==> src/rtl/fp_pkg.sv <==
// Shared single-precision field widths, rounding-mode encoding and packed result type.
package fp_pkg;

    localparam int unsigned EXP_W  = 8;
    localparam int unsigned FRAC_W = 23;
    localparam int unsigned GRS_W  = 3;
    localparam logic [EXP_W-1:0] EXP_MAX = 8'hFF;

    typedef enum logic [1:0] {
        RM_RNE = 2'b00,
        RM_RTZ = 2'b01,
        RM_RDN = 2'b10,
        RM_RUP = 2'b11
    } rm_e;

    typedef struct packed {
        logic              sign;
        logic [EXP_W-1:0]  exp;
        logic [FRAC_W-1:0] frac;
    } fp32_t;

    function automatic fp32_t fp_pack(input logic sign, input logic [EXP_W-1:0] exp,
                                      input logic [FRAC_W-1:0] frac);
        fp32_t r;
        r.sign = sign;
        r.exp  = exp;
        r.frac = frac;
        return r;
    endfunction

endpackage

==> src/rtl/round_decide.sv <==
// Combinational round-up decision from sign, fraction LSB, guard/round/sticky and rounding mode.
module round_decide
    import fp_pkg::*;
(
    input  logic             sign,
    input  logic             lsb,
    input  logic [GRS_W-1:0] grs,
    input  rm_e              rm,
    output logic             inc,
    output logic             inexact
);

    logic g_bit;
    logic r_bit;
    logic s_bit;

    assign g_bit = grs[2];
    assign r_bit = grs[1];
    assign s_bit = grs[0];

    always_comb begin
        inc     = 1'b0;
        inexact = |grs;
        unique case (rm)
            RM_RNE: inc = g_bit & (r_bit | s_bit | lsb);
            RM_RTZ: inc = 1'b0;
            RM_RDN: inc = sign & (g_bit | r_bit | s_bit);
            RM_RUP: inc = ~sign & (g_bit | r_bit | s_bit);
            default: inc = 1'b0;
        endcase
    end

endmodule

==> src/rtl/round_stage.sv <==
// Two-register rounding stage: stage 1 decides the increment, stage 2 applies it and packs.
module round_stage
    import fp_pkg::*;
#(
    parameter int unsigned FLUSH_DENORM = 1
) (
    input  logic              clk,
    input  logic              rst,
    input  logic              in_valid,
    output logic              in_ready,
    input  logic              sign_in,
    input  logic [FRAC_W-1:0] mant_in,
    input  logic [EXP_W-1:0]  exp_in,
    input  logic [GRS_W-1:0]  grs_in,
    input  logic [1:0]        rm,
    output logic              out_valid,
    input  logic              out_ready,
    output logic [31:0]       result,
    output logic              flag_inexact,
    output logic              flag_overflow
);

    if (FLUSH_DENORM != 1) begin : g_flush_check
        $error("round_stage: FLUSH_DENORM=0 (denormal support) is not implemented");
    end

    // Handshake
    logic s1_valid_q, s1_valid_d;
    logic s2_valid_q, s2_valid_d;
    logic s1_adv;
    logic s2_adv;
    logic s1_load;
    logic s2_load;

    assign s2_adv   = ~s2_valid_q | out_ready;
    assign s1_adv   = ~s1_valid_q | s2_adv;
    assign in_ready = s1_adv;
    assign s1_load  = in_valid & s1_adv;
    assign s2_load  = s1_valid_q & s2_adv;

    // Stage 1
    logic              s1_sign_q,    s1_sign_d;
    logic [FRAC_W-1:0] s1_mant_q,    s1_mant_d;
    logic [EXP_W-1:0]  s1_exp_q,     s1_exp_d;
    logic              s1_inc_q,     s1_inc_d;
    logic              s1_inexact_q, s1_inexact_d;
    logic              dec_inc;
    logic              dec_inexact;

    round_decide u_round_decide (
        .sign    (sign_in),
        .lsb     (mant_in[0]),
        .grs     (grs_in),
        .rm      (rm_e'(rm)),
        .inc     (dec_inc),
        .inexact (dec_inexact)
    );

    always_comb begin
        s1_valid_d   = s1_valid_q;
        s1_sign_d    = s1_sign_q;
        s1_mant_d    = s1_mant_q;
        s1_exp_d     = s1_exp_q;
        s1_inc_d     = s1_inc_q;
        s1_inexact_d = s1_inexact_q;
        if (s1_adv) begin
            s1_valid_d = in_valid;
        end
        if (s1_load) begin
            s1_sign_d    = sign_in;
            s1_mant_d    = mant_in;
            s1_exp_d     = exp_in;
            s1_inc_d     = dec_inc;
            s1_inexact_d = dec_inexact;
        end
    end

    // Stage 2 datapath
    logic [FRAC_W:0]  sum;
    logic [EXP_W-1:0] exp_plus1;
    fp32_t            res_c;
    logic             inexact_c;
    logic             overflow_c;

    assign sum       = {1'b0, s1_mant_q} + {{FRAC_W{1'b0}}, s1_inc_q};
    assign exp_plus1 = s1_exp_q + 8'd1;

    always_comb begin
        res_c      = fp_pack(s1_sign_q, s1_exp_q, sum[FRAC_W-1:0]);
        inexact_c  = s1_inexact_q;
        overflow_c = 1'b0;
        if (s1_exp_q == EXP_MAX) begin
            res_c     = fp_pack(s1_sign_q, EXP_MAX, s1_mant_q);
            inexact_c = 1'b0;
        end else if (s1_exp_q == '0) begin
            res_c     = fp_pack(s1_sign_q, '0, '0);
            inexact_c = 1'b0;
        end else if (sum[FRAC_W]) begin
            // Mantissa wrapped to 1.0 of the next binade; may saturate to infinity.
            res_c = fp_pack(s1_sign_q, exp_plus1, '0);
            if (exp_plus1 == EXP_MAX) begin
                overflow_c = 1'b1;
                inexact_c  = 1'b1;
            end
        end
    end

    fp32_t result_q,   result_d;
    logic  inexact_q,  inexact_d;
    logic  overflow_q, overflow_d;

    always_comb begin
        s2_valid_d = s2_valid_q;
        result_d   = result_q;
        inexact_d  = inexact_q;
        overflow_d = overflow_q;
        if (s2_adv) begin
            s2_valid_d = s1_valid_q;
        end
        if (s2_load) begin
            result_d   = res_c;
            inexact_d  = inexact_c;
            overflow_d = overflow_c;
        end
    end

    always_ff @(posedge clk) begin
        if (rst) begin
            s1_valid_q   <= 1'b0;
            s1_sign_q    <= 1'b0;
            s1_mant_q    <= '0;
            s1_exp_q     <= '0;
            s1_inc_q     <= 1'b0;
            s1_inexact_q <= 1'b0;
            s2_valid_q   <= 1'b0;
            result_q     <= '0;
            inexact_q    <= 1'b0;
            overflow_q   <= 1'b0;
        end else begin
            s1_valid_q   <= s1_valid_d;
            s1_sign_q    <= s1_sign_d;
            s1_mant_q    <= s1_mant_d;
            s1_exp_q     <= s1_exp_d;
            s1_inc_q     <= s1_inc_d;
            s1_inexact_q <= s1_inexact_d;
            s2_valid_q   <= s2_valid_d;
            result_q     <= result_d;
            inexact_q    <= inexact_d;
            overflow_q   <= overflow_d;
        end
    end

    assign out_valid     = s2_valid_q;
    assign result        = result_q;
    assign flag_inexact  = inexact_q;
    assign flag_overflow = overflow_q;

endmodule

==> config.mk <==
export PLATFORM = sky130hd
export DESIGN_NAME = round_stage
export DESIGN_NICKNAME = d
export VERILOG_FILES = /design/src/rtl/fp_pkg.sv /design/src/rtl/round_decide.sv /design/src/rtl/round_stage.sv
export SDC_FILE = /design/constraint.sdc
export NUM_CORES = 1
export LEC_CHECK = 0
export ABC_AREA = 1
export CORE_ASPECT_RATIO = 1.5
export CORE_MARGIN = 2
export CORE_UTILIZATION = 40
export DETAILED_ROUTE_END_ITERATION = 12
export PLACE_DENSITY_LB_ADDON = 0.12
export SLEW_MARGIN = 0
export SYNTH_ARGS = -nofsm -noshare
export SYNTH_HDL_FRONTEND = slang
export SYNTH_SLANG_ARGS = --single-unit
==> constraint.sdc <==
create_clock -name clk -period 2.03 [get_ports clk]
set_input_delay 0.406 -clock clk [delete_from_list [all_inputs] [get_ports clk]]
set_output_delay 0.406 -clock clk [all_outputs]
set_load 0.01 [all_outputs]
==> results of run 1 <==
worst reg2reg max path: stages (launching register included):
cell and delay (ns):
dfxtp_1 0.35, ha_1 0.25, ha_1 0.20, nand2_1 0.12, nor2_4 0.14, nand3_4 0.13, nor2_2 0.26, nand4_1 0.13
nand4_1 0.11, a21oi_1 0.06
power breakdown:
| part | leakage, nW | total [mW] | internal [mW] | switching, mW |
|---|---|---|---|---|
| clock | 0.148 | 1.53 | 0.967 | 0.562 |
| sequential | 0.576 | 1.52 | 1.46 | 0.0677 |
| combinational | 1.16 | 0.500 | 0.237 | 0.263 |
registers in the layout (all words and copies together), names as in the netlist:
name	count
result	32
s1_mant_q	23
s1_exp_q	8
flag_inexact	1
flag_overflow	1
out_valid	1
s1_inc_q	1
s1_inexact_q	1
s1_sign_q	1
s1_valid_q	1
cells in the final DEF, fill, tap and decap left out, drive strengths merged, types with 4 or more instances in the layout:
cell / instances
clkbuf: 10
nor2: 61
o211ai: 4
dfxtp: 70
buf: 18
clkinv: 4
xor2: 10
nor3: 7
ha: 5
inv: 49
nand3: 30
a21oi: 58
o21ai: 51
nand2: 111
clkdlybuf4s50: 76
nand4: 21
through the flow:
| step | power (mW) | instance area [µm²] |
|---|---|---|
| after floorplan | 1.80 | 3600 |
| after global placement | 2.04 | 4550 |
| after detailed placement | 2.05 | 4550 |
| after CTS | 3.59 | 4840 |
| after global routing | 3.70 | 4860 |
| final | 3.55 | 4860 |
final cells by class:
class	count	area, µm²	share of cell area (%)
well taps	110	138	2.83
clock inverters	5	50.0	1.03
clock buffers	10	239	4.92
flip-flops and latches	70	1400	28.9
inverters	49	184	3.79
repair buffers	94	921	19.0
multi-input cells	364	1920	39.6
worst max-delay path by stage:
stage                               from                   endpoint  slack (ns)  cells after the start
3_3_place_gp                   out_ready                   in_ready        0.08                      4
2_1_floorplan  s1_mant_q[0]$_SDFFE_PP0P_    result[10]$_SDFFE_PP0P_        0.48                     10
6_report                       out_ready                   in_ready        0.08                      4
4_1_cts                        out_ready                   in_ready        0.07                      4
3_5_place_dp                   out_ready  s1_mant_q[9]$_SDFFE_PP0P_        0.03                      7
5_1_grt                        out_ready                   in_ready        0.02                      4
what timing repair did:
item                                    4_1_cts  5_1_grt
hold buffers                                  0        0
resized for setup                             0        2
endpoints found under the setup margin        0        3
layer usage:
metal  wire [µm]  GRT usage (%)  share of wire [%]
met3         492           4.96                4.9
met5           0              0                  0
met1        4010           24.2                 40
met4         310           10.4                3.1
met2        5230           37.5                 52
cell families (layout without fill, tap and decap cells):
logic type / count (synthesis) / after routing / share of synthesized area [%]
and+or+nand+nor: 231 / 232 / 31.9
AOI/OAI and AO/OA: 117 / 117 / 16.8
buffers and inverters: 71 / 158 / 8.14
DFF: 70 / 70 / 38.9
xor gates and xnor gates: 10 / 10 / 2.43
adders and majority gates: 5 / 5 / 1.74
==> flow_summary_export.csv, run 1 <==
group,metric,value,unit
sta,setup_ws,0.0766,ns
global_routing,grt-ovfl-total,0,
finish,area_delta_synth_final,34.9,%
sta,tightest_slew,0.347,ns
sta,slew_viol_final,0,
setup_path,r2r_slack,0.16,ns
setup_path,cp_common_cell,"clkdlybuf4s50_1",
yosys,syn_area,3600,µm²
finish,stdcell_count,702,
setup_path,path_buf_inv,3,
min_path,hp-start,"result[10]$_SDFFE_PP0P_",
setup_path,slowest_stage,"clkdlybuf4s50_1",
placement,dp_cells,686,
floorplanning,ios,77,
placement,gp_routability_congestion,0.867,
clock_tree,clock-sinks,70,
power,power.density,732,nW/µm²
detailed_routing,drcViolationCount,0,
setup_path,slowest_delay,0.54,ns
yosys,async_flop_share,0,%
yosys,synth_seq_cells,70,
yosys,synthCells,504,
yosys,synth.distinct_cells,32,
setup_path,worstSetupStartpointType,"input pin",
min_path,hp-class,"register to register",
yosys,synth_flop_cell,"dfxtp_1",
yosys,ys_seq_area_share,38.9,%
detailed_routing,vias,3640,
setup_path,required,1.62,ns
detailed_routing,avgRoutedWirePerCell,14.3,µm
setup_path,crit_arrival,1.55,ns
floorplanning,die_h,120,µm
sta,rsz0062_at_grt,"false",
yosys,syn_avg_cell_area,7.14,µm²
global_routing,grt_max_degree,42,
yosys,synth.most_common_cell,"nand2_1",
clock_tree,clk_latency,0.33,ns
sta,clock.fmax,0.512,GHz
sta,finalSetupViolCount,0,
placement,pre_cts_slack,0.0343,ns
yosys,synth_warnings,0,
clock_tree,h-tree-depth,3,
sta,fin_crit,1.95,ns
setup_path,cp_top_family,"buffers and inverters",
global_routing,grt_pass1_vias,3480,
sta,fin_hold_ws,0.462,ns
global_routing,track_usage,21.6,%
yosys,synth_fp_nets,550,
finish,diodes,0,
sta,fin_crit_sh,96.2,%
floorplanning,design.die.area,9790,µm²
sta,hold_viol,0,
setup_path,path_cells,"clkdlybuf4s50_1 -> inv_1 -> nand3_1 -> clkdlybuf4s50_1",
yosys,ys_top_cells_by_count,"nand2_1 (99), dfxtp_1 (70), a21oi_1 (57)",
sta,slew_headroom,76.8,%
setup_path,rr_worst_depth,9,
power,p_leak,1.88,nW
clock_tree,postCtsSetupBuffers,0,
outcome,outcome,"complete, no violations",
clock_tree,cts_buffer_depth,2,
yosys,synth_edf_count,0,
floorplanning,rows,42,
floorplanning,die_x,81.4,µm
clock_tree,cts_tree,"done",
yosys,synth_area_leaders,"dfxtp_1 (39%), nand2_1 (10%), a21oi_1 (7.9%)",
floorplanning,initial_core_util,41.0,%
power,peakVddDrop,0.000492,V
detailed_routing,totalWireLength,10000,µm
detailed_routing,viasPerCell,5.19,
finish,drive_gt1_share,12.8,%
setup_path,path_max_fanout,3,
detailed_routing,drt-initial-drc-count,208,
setup_path,crit_type,"input pin to output port",
placement,port_buffers,76,
sta,clock_skew,0.00545,ns
finish,final_util,55.3,%
finish,final_nets,634,
min_path,whs_endpoint,"result[10]$_SDFFE_PP0P_",
yosys,synth_top_area_share,38.9,%
global_routing,antenna_found_initial,0,
detailed_routing,postRouteAntennaNets,0,
placement,dp_hpwl,7640,µm
setup_path,setup.worst_path.end_class,"output port",
detailed_routing,drt-pass1-iter-count,5,
clock_tree,cts_root_buf,"clkbuf_16",
global_routing,grt_pass1_wl,16200,µm
flow_run,cap_violations,0,
min_path,whs_path_depth,2,
sta,setup-tns-final,0,ns
clock_tree,cts_buffers,9,
yosys,yosys.area.top_type,"dfxtp_1",
clock_tree,clk_pin_slew,0.05,ns
setup_path,reg2reg_to,"result[22]$_SDFFE_PP0P_",
floorplanning,core,8780,µm²
setup_path,r2r_start,"s1_mant_q[0]$_SDFFE_PP0P_",
finish,fillers,866,
Note: power is estimated with default switching activity, not from simulation.
==> inputs of run 2 (changes only) <==
--- a/config.mk
+++ b/config.mk
@@ -10,6 +10,7 @@
 export CORE_MARGIN = 2
 export CORE_UTILIZATION = 40
 export DETAILED_ROUTE_END_ITERATION = 12
+export DONT_BUFFER_PORTS = 1
 export PLACE_DENSITY_LB_ADDON = 0.12
 export SLEW_MARGIN = 0
 export SYNTH_ARGS = -nofsm -noshare
==> flow_summary_export.csv, run 2 (same netlist as run 1, synthesis figures left out) <==
group,metric,value,unit
finish,diodes,0,
setup_path,required,2.30,ns
setup_path,setup.worst_path.end_class,"register",
detailed_routing,totalWireLength,10000,µm
clock_tree,cts_buffers,9,
finish,final_util,46.0,%
clock_tree,h-tree-depth,3,
global_routing,track_usage,21.4,%
clock_tree,postCtsSetupBuffers,0,
global_routing,grt_max_degree,33,
clock_tree,ctsResizeCount,0,
global_routing,grt_pass1_vias,3292,
floorplanning,die_h,120,µm
sta,setup-tns-final,0,ns
sta,fin_crit,1.85,ns
min_path,hp-class,"input pin to register",
min_path,hp-start,"rst",
detailed_routing,vias,3356,
detailed_routing,drcViolationCount,0,
setup_path,worstSetupStartpointType,"register",
sta,tightest_slew,0.554,ns
min_path,whs_endpoint,"flag_overflow$_SDFFE_PP0P_",
placement,port_buffers,0,
detailed_routing,avgRoutedWirePerCell,16.1,µm
sta,clock_skew,0.00349,ns
setup_path,crit_arrival,2.12,ns
setup_path,path_max_fanout,5,
setup_path,rr_worst_depth,10,
power,power.density,843,nW/µm²
global_routing,grt-ovfl-total,0,
global_routing,grt_use_met2,36.4,%
floorplanning,die_x,81.4,µm
setup_path,crit_type,"register to register",
detailed_routing,drt-initial-drc-count,196,
placement,dp_hpwl,7470,µm
setup_path,reg2reg_to,"result[10]$_SDFFE_PP0P_",
global_routing,grt_use_met1,24.8,%
detailed_routing,postRouteAntennaNets,0,
detailed_routing,viasPerCell,5.41,
setup_path,r2r_slack,0.18,ns
placement,pre_cts_slack,0.126,ns
power,p_leak,1.55,nW
global_routing,grt_pass1_wl,15800,µm
detailed_routing,drt-pass1-iter-count,5,
finish,regArea,1400,µm²
finish,final_nets,552,
finish,final_cell_mix,"nand2_1 (98), dfxtp_1 (70), a21oi_1 (57)",
clock_tree,clk_pin_slew,0.05,ns
floorplanning,initial_core_util,41.0,%
clock_tree,cts_root_buf,"clkbuf_16",
global_routing,busiest_layer,"met2",
clock_tree,cts_tree,"done",
global_routing,grt.met3_usage,5.49,%
sta,fin_hold_ws,0.137,ns
floorplanning,rows,42,
sta,hold_viol,0,
finish,fillers,914,
sta,finalSetupViolCount,0,
clock_tree,clock-sinks,70,
flow_run,cap_violations,0,
sta,slew_headroom,62.9,%
finish,stdcell_count,620,
global_routing,antenna_found_initial,0,
sta,clock.fmax,0.541,GHz
sta,slew_viol_final,0,
outcome,outcome,"complete, no violations",
clock_tree,clk_latency,0.34,ns
finish,multiInputGateArea,1940,µm²
finish,area_delta_synth_final,12.2,%
finish,final_common_cell,"nand2_1",
clock_tree,cts_hold_buf,0,
sta,rsz0062_at_grt,"false",
floorplanning,design.die.area,9790,µm²
clock_tree,cts_buffer_depth,2,
sta,setup_ws,0.183,ns
finish,drive_gt1_share,13.3,%
finish,largest_reg_flops,32,
placement,gp_routability_congestion,0.881,
min_path,whs_path_depth,1,
floorplanning,core,8780,µm²
setup_path,r2r_start,"s1_inc_q$_SDFFE_PP0P_",
sta,fin_crit_sh,91.0,%
power,peakVddDrop,0.000447,V
floorplanning,ios,77,
placement,dp_cells,604,
==> run 2: cell count changes in the layout (fill, tap and decap cells not counted), sizes merged <==
cell,previous run,this run
buf,18,12
clkdlybuf4s50,76,0
clkbuf,10,14
clkinv,4,0
==> run 2: per-stage QoR <==
step	power, mW	instance area, µm²
floorplan	1.80	3600
global placement	1.89	3720
detailed placement	1.90	3720
CTS	3.42	4000
global route	3.55	4040
finish	3.40	4040
==> run 2: area by class of cell <==
class                      instances  share of cell area [%]
clock buffer                      14                    6.29
multi-input combinational        364                    48.0
clock inverter                     1                   0.744
sequential                        70                    34.7
timing repair buffer              12                    2.23
inverter                          49                    4.56
tap                              110                    3.41
==> run 2: worst max path at each step <==
stage	cells past startpoint	slack [ns]	end	startpoint
after floorplan	10	0.48	result[10]$_SDFFE_PP0P_	s1_mant_q[0]$_SDFFE_PP0P_
after global placement	12	0.19	result[30]$_SDFFE_PP0P_	s1_mant_q[0]$_SDFFE_PP0P_
after detailed placement	12	0.13	result[30]$_SDFFE_PP0P_	s1_inc_q$_SDFFE_PP0P_
after CTS	12	0.11	result[30]$_SDFFE_PP0P_	s1_inc_q$_SDFFE_PP0P_
after global routing	10	0.01	result[10]$_SDFFE_PP0P_	s1_mant_q[0]$_SDFFE_PP0P_
final	10	0.18	result[10]$_SDFFE_PP0P_	s1_inc_q$_SDFFE_PP0P_
==> run 2: critical path, cell delays in order (launching register included) <==
cell,delay [ns]
dfxtp_1,0.35
ha_1,0.23
ha_1,0.21
nand2_1,0.12
nor2_4,0.15
nand3_4,0.13
nor2_4,0.20
nor2_1,0.07
nor2_2,0.10
nand3_1,0.08
a21oi_1,0.14
==> run 2: metal layers <==
| metal | vias to the layer above | wire, µm |
|---|---|---|
| met2 | 99 | 5090 |
| met3 | 14 | 690 |
| met5 | - | 0 |
| met1 | 1566 | 4010 |
| li1 | 1677 | - |
| met4 | 0 | 216 |
==> run 2: power by group <==
| group | switching (mW) | internal [mW] |
|---|---|---|
| clock | 0.552 | 0.979 |
| sequential | 0.0901 | 1.46 |
| combinational | 0.213 | 0.110 |
| total | 0.855 | 2.55 |
==> inputs of run 3 (changes only) <==
--- a/config.mk
+++ b/config.mk
@@ -11,6 +11,7 @@
 export CORE_UTILIZATION = 40
 export DETAILED_ROUTE_END_ITERATION = 12
 export DONT_BUFFER_PORTS = 1
+export GPL_TIMING_DRIVEN = 0
 export PLACE_DENSITY_LB_ADDON = 0.12
 export SLEW_MARGIN = 0
 export SYNTH_ARGS = -nofsm -noshare
==> flow_summary_export.csv, run 3 (same netlist as run 1, synthesis figures left out) <==
group,metric,value,unit
outcome,outcome,"complete, no violations",
sta,finalSetupViolCount,0,
finish,area_delta_synth_final,13.1,%
sta,clock_skew,0.00687,ns
sta,tightest_slew,0.670,ns
flow_run,cap_violations,0,
finish,final_common_cell,"nand2_1",
setup_path,setup.worst_path.end_class,"register",
clock_tree,cts_tree,"done",
setup_path,crit_type,"register to register",
global_routing,grt_max_degree,14,
setup_path,path_cells,"ha_2 -> ha_1 -> nand2_1 -> nor2_2 -> nand3_2 -> nor2_2 -> nand4_1 -> nand4_1 -> a21oi_1",
floorplanning,initial_core_util,41.0,%
min_path,whs_endpoint,"s1_mant_q[7]$_SDFFE_PP0P_",
floorplanning,die_x,81.4,µm
floorplanning,die_h,120,µm
global_routing,grt-ovfl-total,0,
setup_path,worstSetupStartpointType,"register",
setup_path,r2r_slack,0.13,ns
min_path,whs_path_depth,2,
global_routing,antenna_found_initial,0,
setup_path,crit_arrival,2.10,ns
power,p_leak,1.56,nW
sta,clock.fmax,0.525,GHz
power,power,3.58,mW
detailed_routing,drt-pass1-iter-count,4,
setup_path,slowest_stage,"dfxtp_1",
detailed_routing,postRouteAntennaNets,0,
finish,final_nets,562,
setup_path,path_max_fanout,5,
clock_tree,h-tree-depth,3,
min_path,hp-start,"mant_in[7]",
floorplanning,ios,77,
floorplanning,rows,42,
sta,hold_viol,0,
clock_tree,clk_latency,0.34,ns
clock_tree,clock-sinks,70,
finish,diodes,0,
detailed_routing,avgRoutedWirePerCell,16.7,µm
sta,rsz0062_at_grt,"false",
setup_path,startpoint,"s1_inc_q$_SDFFE_PP0P_",
detailed_routing,drt-initial-drc-count,154,
power,power.density,879,nW/µm²
setup_path,rr_worst_depth,9,
global_routing,track_usage,22.9,%
setup_path,required,2.22,ns
finish,largest_reg_flops,32,
detailed_routing,vias,3354,
floorplanning,design.die.area,9790,µm²
placement,gp_routability_congestion,0.898,
setup_path,r2r_start,"s1_inc_q$_SDFFE_PP0P_",
setup_path,path_buf_inv,0,
global_routing,grt_pass1_wl,16400,µm
placement,pre_cts_slack,0.0560,ns
detailed_routing,viasPerCell,5.32,
clock_tree,clk_pin_slew,0.06,ns
finish,regArea,1400,µm²
sta,setup_ws,0.126,ns
sta,setup-tns-final,0,ns
sta,slew_headroom,55.3,%
clock_tree,cts_hold_buf,0,
placement,port_buffers,0,
setup_path,cp_top_family,"simple AND/OR/NAND/NOR gates",
detailed_routing,drcViolationCount,0,
detailed_routing,totalWireLength,10600,µm
sta,fin_crit,1.90,ns
clock_tree,cts_root_buf,"clkbuf_16",
power,peakVddDrop,0.000508,V
setup_path,reg2reg_to,"result[20]$_SDFFE_PP0P_",
finish,drive_gt1_share,12.9,%
placement,dp_hpwl,8110,µm
finish,multiInputGateArea,1910,µm²
finish,final_cell_mix,"nand2_1 (99), dfxtp_1 (70), a21oi_1 (57)",
global_routing,grt_pass1_vias,3367,
clock_tree,cts_buffers,9,
floorplanning,core,8780,µm²
sta,fin_crit_sh,93.8,%
clock_tree,cts_buffer_depth,2,
finish,fillers,902,
setup_path,slowest_delay,0.36,ns
min_path,hp-class,"input pin to register",
sta,slew_viol_final,0,
[run 3: changes by cell type in the layout (fill, tap and decap cells not counted), sizes merged]
cell      before  now
clkinvlp       0    1
clkinv         0    4
bufinv         1    2
buf           12    7
clkbuf        14   24
[run 3: worst reg2reg max path: cells and delay by family, from the launching register on]
family,cells,cell delay (ns)
and+or+nand+nor,6,0.93
DFF,1,0.36
AOI/OAI and AO/OA,1,0.07
adders and majority gates,2,0.40
[run 3: how the worst max path moves through the flow]
stage | to | cells after the start
global placement | s1_mant_q[8]$_SDFFE_PP0P_ | 6
detailed placement | s1_mant_q[8]$_SDFFE_PP0P_ | 6
CTS | s1_mant_q[8]$_SDFFE_PP0P_ | 5
global route | result[20]$_SDFFE_PP0P_ | 10
finish | result[20]$_SDFFE_PP0P_ | 9
floorplan | result[10]$_SDFFE_PP0P_ | 10
[run 3: what timing repair did]
| action | CTS | global route |
|---|---|---|
| endpoints found under the setup margin | 0 | 4 |
| gates resized for setup | 0 | 3 |
| setup buffers | 0 | 0 |
[run 3: final cells by class]
class | count | area share, %
buffer | 22 | 2.71
clock buffer | 9 | 5.53
inverter | 49 | 4.52
clock inverter | 7 | 2.43
sequential | 70 | 34.4
tap | 110 | 3.38
multi-input combinational | 364 | 47.0
[run 3: per-stage QoR]
step | hold WS (ns) | util [%] | cell area, µm² | instances
5_1_grt | 0.244 | 46.4 | 4070 | 631
6_report | 0.236 | 46.4 | 4070 | 631
3_5_place_dp | 0.473 | 42.6 | 3740 | 614
2_1_floorplan | 0.445 | - | 3600 | 504
4_1_cts | 0.232 | 46.3 | 4060 | 630
3_3_place_gp | 0.466 | 42.6 | 3740 | 614
[run 3: where the power goes]
| part | switching, mW | internal [mW] |
|---|---|---|
| Sequential | 0.0911 | 1.46 |
| Clock | 0.618 | 1.08 |
| Combinational | 0.228 | 0.107 |
[run 3: layer usage]
| metal | global-route usage, % | vias to the layer above | wire length [µm] |
|---|---|---|---|
| met5 | 0 | - | 0 |
| met4 | 11.0 | 0 | 214 |
| met3 | 5.86 | 20 | 702 |
| met2 | 40.5 | 92 | 5470 |
| met1 | 24.5 | 1543 | 4170 |
| li1 | - | 1699 | - |
==> patch 1: new RTL, config.mk and constraints of run 1 <==
`EXP_MAX`: 8'hFF -> 8'h7F.
--- a/src/rtl/fp_pkg.sv
+++ b/src/rtl/fp_pkg.sv
@@ -5,5 +5,5 @@
     localparam int unsigned FRAC_W = 23;
     localparam int unsigned GRS_W  = 3;
-    localparam logic [EXP_W-1:0] EXP_MAX = 8'hFF;
+    localparam logic [EXP_W-1:0] EXP_MAX = 8'h7F;
 
     typedef enum logic [1:0] {
Check against the original RTL: not equivalent (a bounded check fails within 4 cycles, from zero or initial values and one cycle with rst high).
==> patch 1 against run 1 <==
Final area shrank 3.4%. Routed wire length shrank 0.96%. Via count shrank 0.71%. Sequential cell count is the same. Synthesized area shrank 3.3%. Power shrank 4.9%. Critical path type unchanged. Worst setup slack lost 0.0067 ns.
==> patch 1: results (changes against run 1) <==
- Pleak: 1.839 nW (-2.2%)
- ANT nets after route: 0 (unchanged)
- Clk slew on worst S/H paths: 0.05 ns (about the same)
- Port Buffers: 76 (unchanged)
- Max reg flops: 32 (unchanged)
- Via/cell ratio: 5.148 (-0.71%)
- Num CTS Buffers: 9 (unchanged)
- Dpl cell area: 4412 um^2 (-3.0%)
- Worst VDD drop: 0.4468 mV (-9.1%)
- Share of layout cells above drive strength 1: 7.899% (-4.9 points)
- CP max stage cell: clkdlybuf4s50_1
- Post-layout net count: 638 (+0.63%)
- Top area cells in the synthesized netlist: dfxtp_1 (40%), nand2_1 (11%), a21oi_1 (8.6%), o21ai_0 (7.5%), nor2_1 (6.4%)
- Gr usage total: 21.65% (+0.033 points)
- Ys Warns: 0 (unchanged)
- Critical path fanouts, max: 3 (unchanged)
- Drt first pass iters: 4 (-1)
- Initial antenna violation count: 0 (unchanged)
- Inserted Diodes: 0 (unchanged)
- Grt ovf: 0 (unchanged)
- Ys async rst share: 0% (unchanged)
- Netlist cell types: 25 (-22%)
- Clk Latency, worst-skew pair: 0.33 ns (about the same)
- # fillers: 865 (-0.12%)
- Most frequent cell after synthesis: nand2_1
- CP max stage delay: between 0.5 and 0.6 ns
- Largest net degree at the start of global routing: 61 (+45%)
- Routed WL: 9.945 mm (-0.96%)
- CP delay by family, top: buffers and inverters
- Post-DP HPWL: 7.495 mm (-2.0%)
- Deepest clock path buffer count: 2 (unchanged)
- Critical Path AT: 1.55 ns (about the same)
- Final setup skew: 0.005181 ns (-0.0002672 ns)
- Min-delay worst type: reg -> reg
- Synth top cells by count: nand2_1 (100), dfxtp_1 (70), a21oi_1 (60)
- Root buffer cell: clkbuf_16
- Worst-margin pin slew: 0.4145 ns (+0.06730 ns)
- DR iter-0 viols: 226 (+8.7%)
- First-pass GRT wire length: 15.90 mm (-1.8%)
- H-tree depth: 3 (unchanged)
- Vias in the first global route: 3,397 (-2.4%)
- Status: finished, final reports clean
- Seq/Total Area, Yosys: 40.26% (+1.3 points)
- Routability Congestion: 0.8946 (+3.2%)
- Syn nets: 553 (+0.55%)
- Int Power: 2.529 mW (-4.9%)
-- patch 1: routing by layer --
layer	part of all wire [%]	global-route usage, %
met5	0	0
met4	2.7	9.852
met3	3.6	4.962
met2	54	39.06
met1	40	23.20
-- patch 1: final timing paths --
check	depth (start not counted)	slack (ns)	to	from
setup / recovery	4	0.07	in_ready	out_ready
hold / removal	2	0.46	result[5]	result[5]
setup reg to reg	9	0.19	result[9]	s1_exp_q[1]
hold reg to reg	2	0.46	result[5]	result[5]
-- patch 1: power by group through the flow --
stage               Sequential (mW)  Combinational [mW]  Clock, mW
CTS                            1.52               0.490       1.41
finish                         1.52               0.485       1.38
detailed placement             1.54               0.488          0
global route                   1.52               0.539       1.48
global placement               1.54               0.484          0
floorplan                      1.55               0.234          0
-- patch 1: cells by family (layout without fill, tap and decap cells) --
| family | after synthesis | in the layout | synth area share [%] |
|---|---|---|---|
| simple gates | 226 | 226 | 28.50 |
| compound gates | 120 | 120 | 17.79 |
| buf+inv | 76 | 164 | 9.130 |
| flops | 70 | 70 | 40.26 |
| xor+xnor | 10 | 10 | 2.516 |
| fa+ha+maj | 5 | 5 | 1.797 |
-- patch 1: final cells by class --
cell class	instances	area (um^2)	share of cell area, %
Clock inverter	2	10.01	0.2134
Inverter	53	198.9	4.241
Clock buffer	12	246.5	5.255
Tap cell	107	133.9	2.854
Timing Repair Buffer	97	930.9	19.85
Multi-Input combinational cell	361	1769	37.72
Sequential cell	70	1401	29.87
-- patch 1: metrics by stage --
stage          setup WS (ns)  total power, mW  std cells  hold WS, ns
2_1_floorplan         0.4055            1.784        507       0.4450
6_report             0.06987            3.380        702       0.4608
3_5_place_dp         0.07306            2.032        686       0.4549
5_1_grt            -0.001686            3.546        702       0.4722
3_3_place_gp         0.07413            2.027        686       0.4519
4_1_cts              0.07160            3.411        700       0.4628
-- patch 1: worst register-to-register path: cells and delay by family, from the launching register on --
kind,cells,cell delay [ns]
adders and majority gates,1,0.25
and+or+nand+nor,5,0.63
DFF,1,0.38
AOI/OAI and AO/OA,1,0.14
xor gates and xnor gates,1,0.12
buffers and inverters,1,0.24
-- patch 1: what timing repair did --
action,CTS,global route
endpoints found under the hold margin,0,0
buffers inserted,0,2
endpoints found under the setup margin,0,4
resized for setup,0,3
==> patch 2: new RTL, settings of run 1 <==
Made on the original files. Make the reset (`rst`) asynchronous in one clocked block.
--- a/src/rtl/round_stage.sv
+++ b/src/rtl/round_stage.sv
@@ -125,5 +125,5 @@
     end
 
-    always_ff @(posedge clk) begin
+    always_ff @(posedge clk or posedge rst) begin
         if (rst) begin
             s1_valid_q   <= 1'b0;
Check against the original RTL: differs if rst is asserted again (counterexample within 4 cycles, from zero or initial values and one cycle with rst high); with rst held inactive, the same outputs for 10 cycles.
==> patch 2 against run 1 <==
Via count shrank 8.0%. Synthesized area is 2.5% higher. Global-route usage down 0.75 points. First-iteration DRC count down 0.96%. Critical path depth is the same. Count of clock-buffer cells in the layout up 3. Worst setup slack better by 0.016 ns. Largest cell class is now registers. Final area up 3.3%. Routed wire length is 6.2% lower. Sequential cell count did not move.
Power is not compared: it rests on default switching activity, and its combinational part moved more than twofold at a synthesized area within 25%.
==> patch 2: results (changes against run 1) <==
- Status: finished, final reports clean
- Syn_area_per_cell: 7.796 um^2 (+9.2%)
- Netlist cell types: 30 (-6.3%)
- Hold WS: 0.4750 ns (+0.01248 ns)
- Met2 usage: 35.28% (-2.2 points)
- Routed WL: 9.423 mm (-6.2%)
- FF-to-FF Start: s1_mant_q[0]
- Share of layout cells above drive strength 1: 11.13% (-1.7 points)
- Worst R2R Path Depth: 10 (+1)
- DR WL met3: 319 um (-35%)
- DP Worst Slack: 0.08867 ns (+0.05442 ns)
- Worst hold start: result[8]
- Wire length on met2: 4.923 mm (-5.9%)
- Xor/xnor cell area share of the yosys netlist: 2.375% (-0.059 points)
- Reg-to-reg slack, setup: 0.19 ns (+0.03 ns)
- Met3 GRT Util: 4.444% (-0.52 points)
- WHS Endpoint: result[8]
- DR iter-0 viols: 206 (-0.96%)
- Critical path fanouts, max: 2 (-1)
- Non-Filler Instances: 676 (-3.7%)
- Global-route met1 utilization: 25.81% (+1.6 points)
- Post-synthesis adder-cell area fraction: 1.697% (-0.042 points)
- First-pass GRT wire length: 15.88 mm (-1.9%)
- Vias in the first global route: 3,364 (-3.3%)
- Mux share of post-synthesis cell area: 0.2715% (+0.27 points)
- Post-layout net count: 607 (-4.3%)
- RR Endpoint: result[16]
- Top area cells in the synthesized netlist: dfrtp_1 (48%), nand2_1 (17%), inv_1 (4.7%), o21ai_0 (4.5%), nand3_1 (4.2%)
- Via Count: 3,349 (-8.0%)
- Post-placement cell count: 660 (-3.8%)
- Drt first pass iters: 4 (-1)
- WL met1: 3.981 mm (-0.67%)
- Routability Congestion: 0.9282 (+7.0%)
- Final setup skew: 0.005320 ns (-0.0001284 ns)
-- patch 2: cell count changes in the layout (fill, tap and decap cells not counted), moves of 7 or more --
cell	change
dfrtp_1	+70
dfxtp_1	-70
nand2_1	+65
a21oi_1	-48
nor2_1	-26
o21ai_0	-17
o21ai_1	+14
nand4_1	-7
-- patch 2: worst max path at each step --
stage,start,to,slack [ns],depth (start not counted)
after floorplan,s1_mant_q[0],result[20],0.46,9
after global placement,out_ready,in_ready,0.1,4
after detailed placement,out_ready,in_ready,0.09,4
after CTS,out_ready,in_ready,0.08,4
after global routing,s1_mant_q[0],result[16],0.007,10
final,out_ready,in_ready,0.09,4
-- patch 2: area by class of cell --
type	instances	area [um^2]
multi-input cells	339	1692
repair buffers	90	903.4
fillers	842	3866
clock inverters	3	65.06
clock buffers	13	270.3
well taps	110	137.6
inverters	51	195.2
flip-flops and latches	70	1752
-- patch 2: critical path: stages --
cell and delay (ns):
clkdlybuf4s50_1 0.46, inv_1 0.05, nand3_1 0.08, clkdlybuf4s50_1 0.54
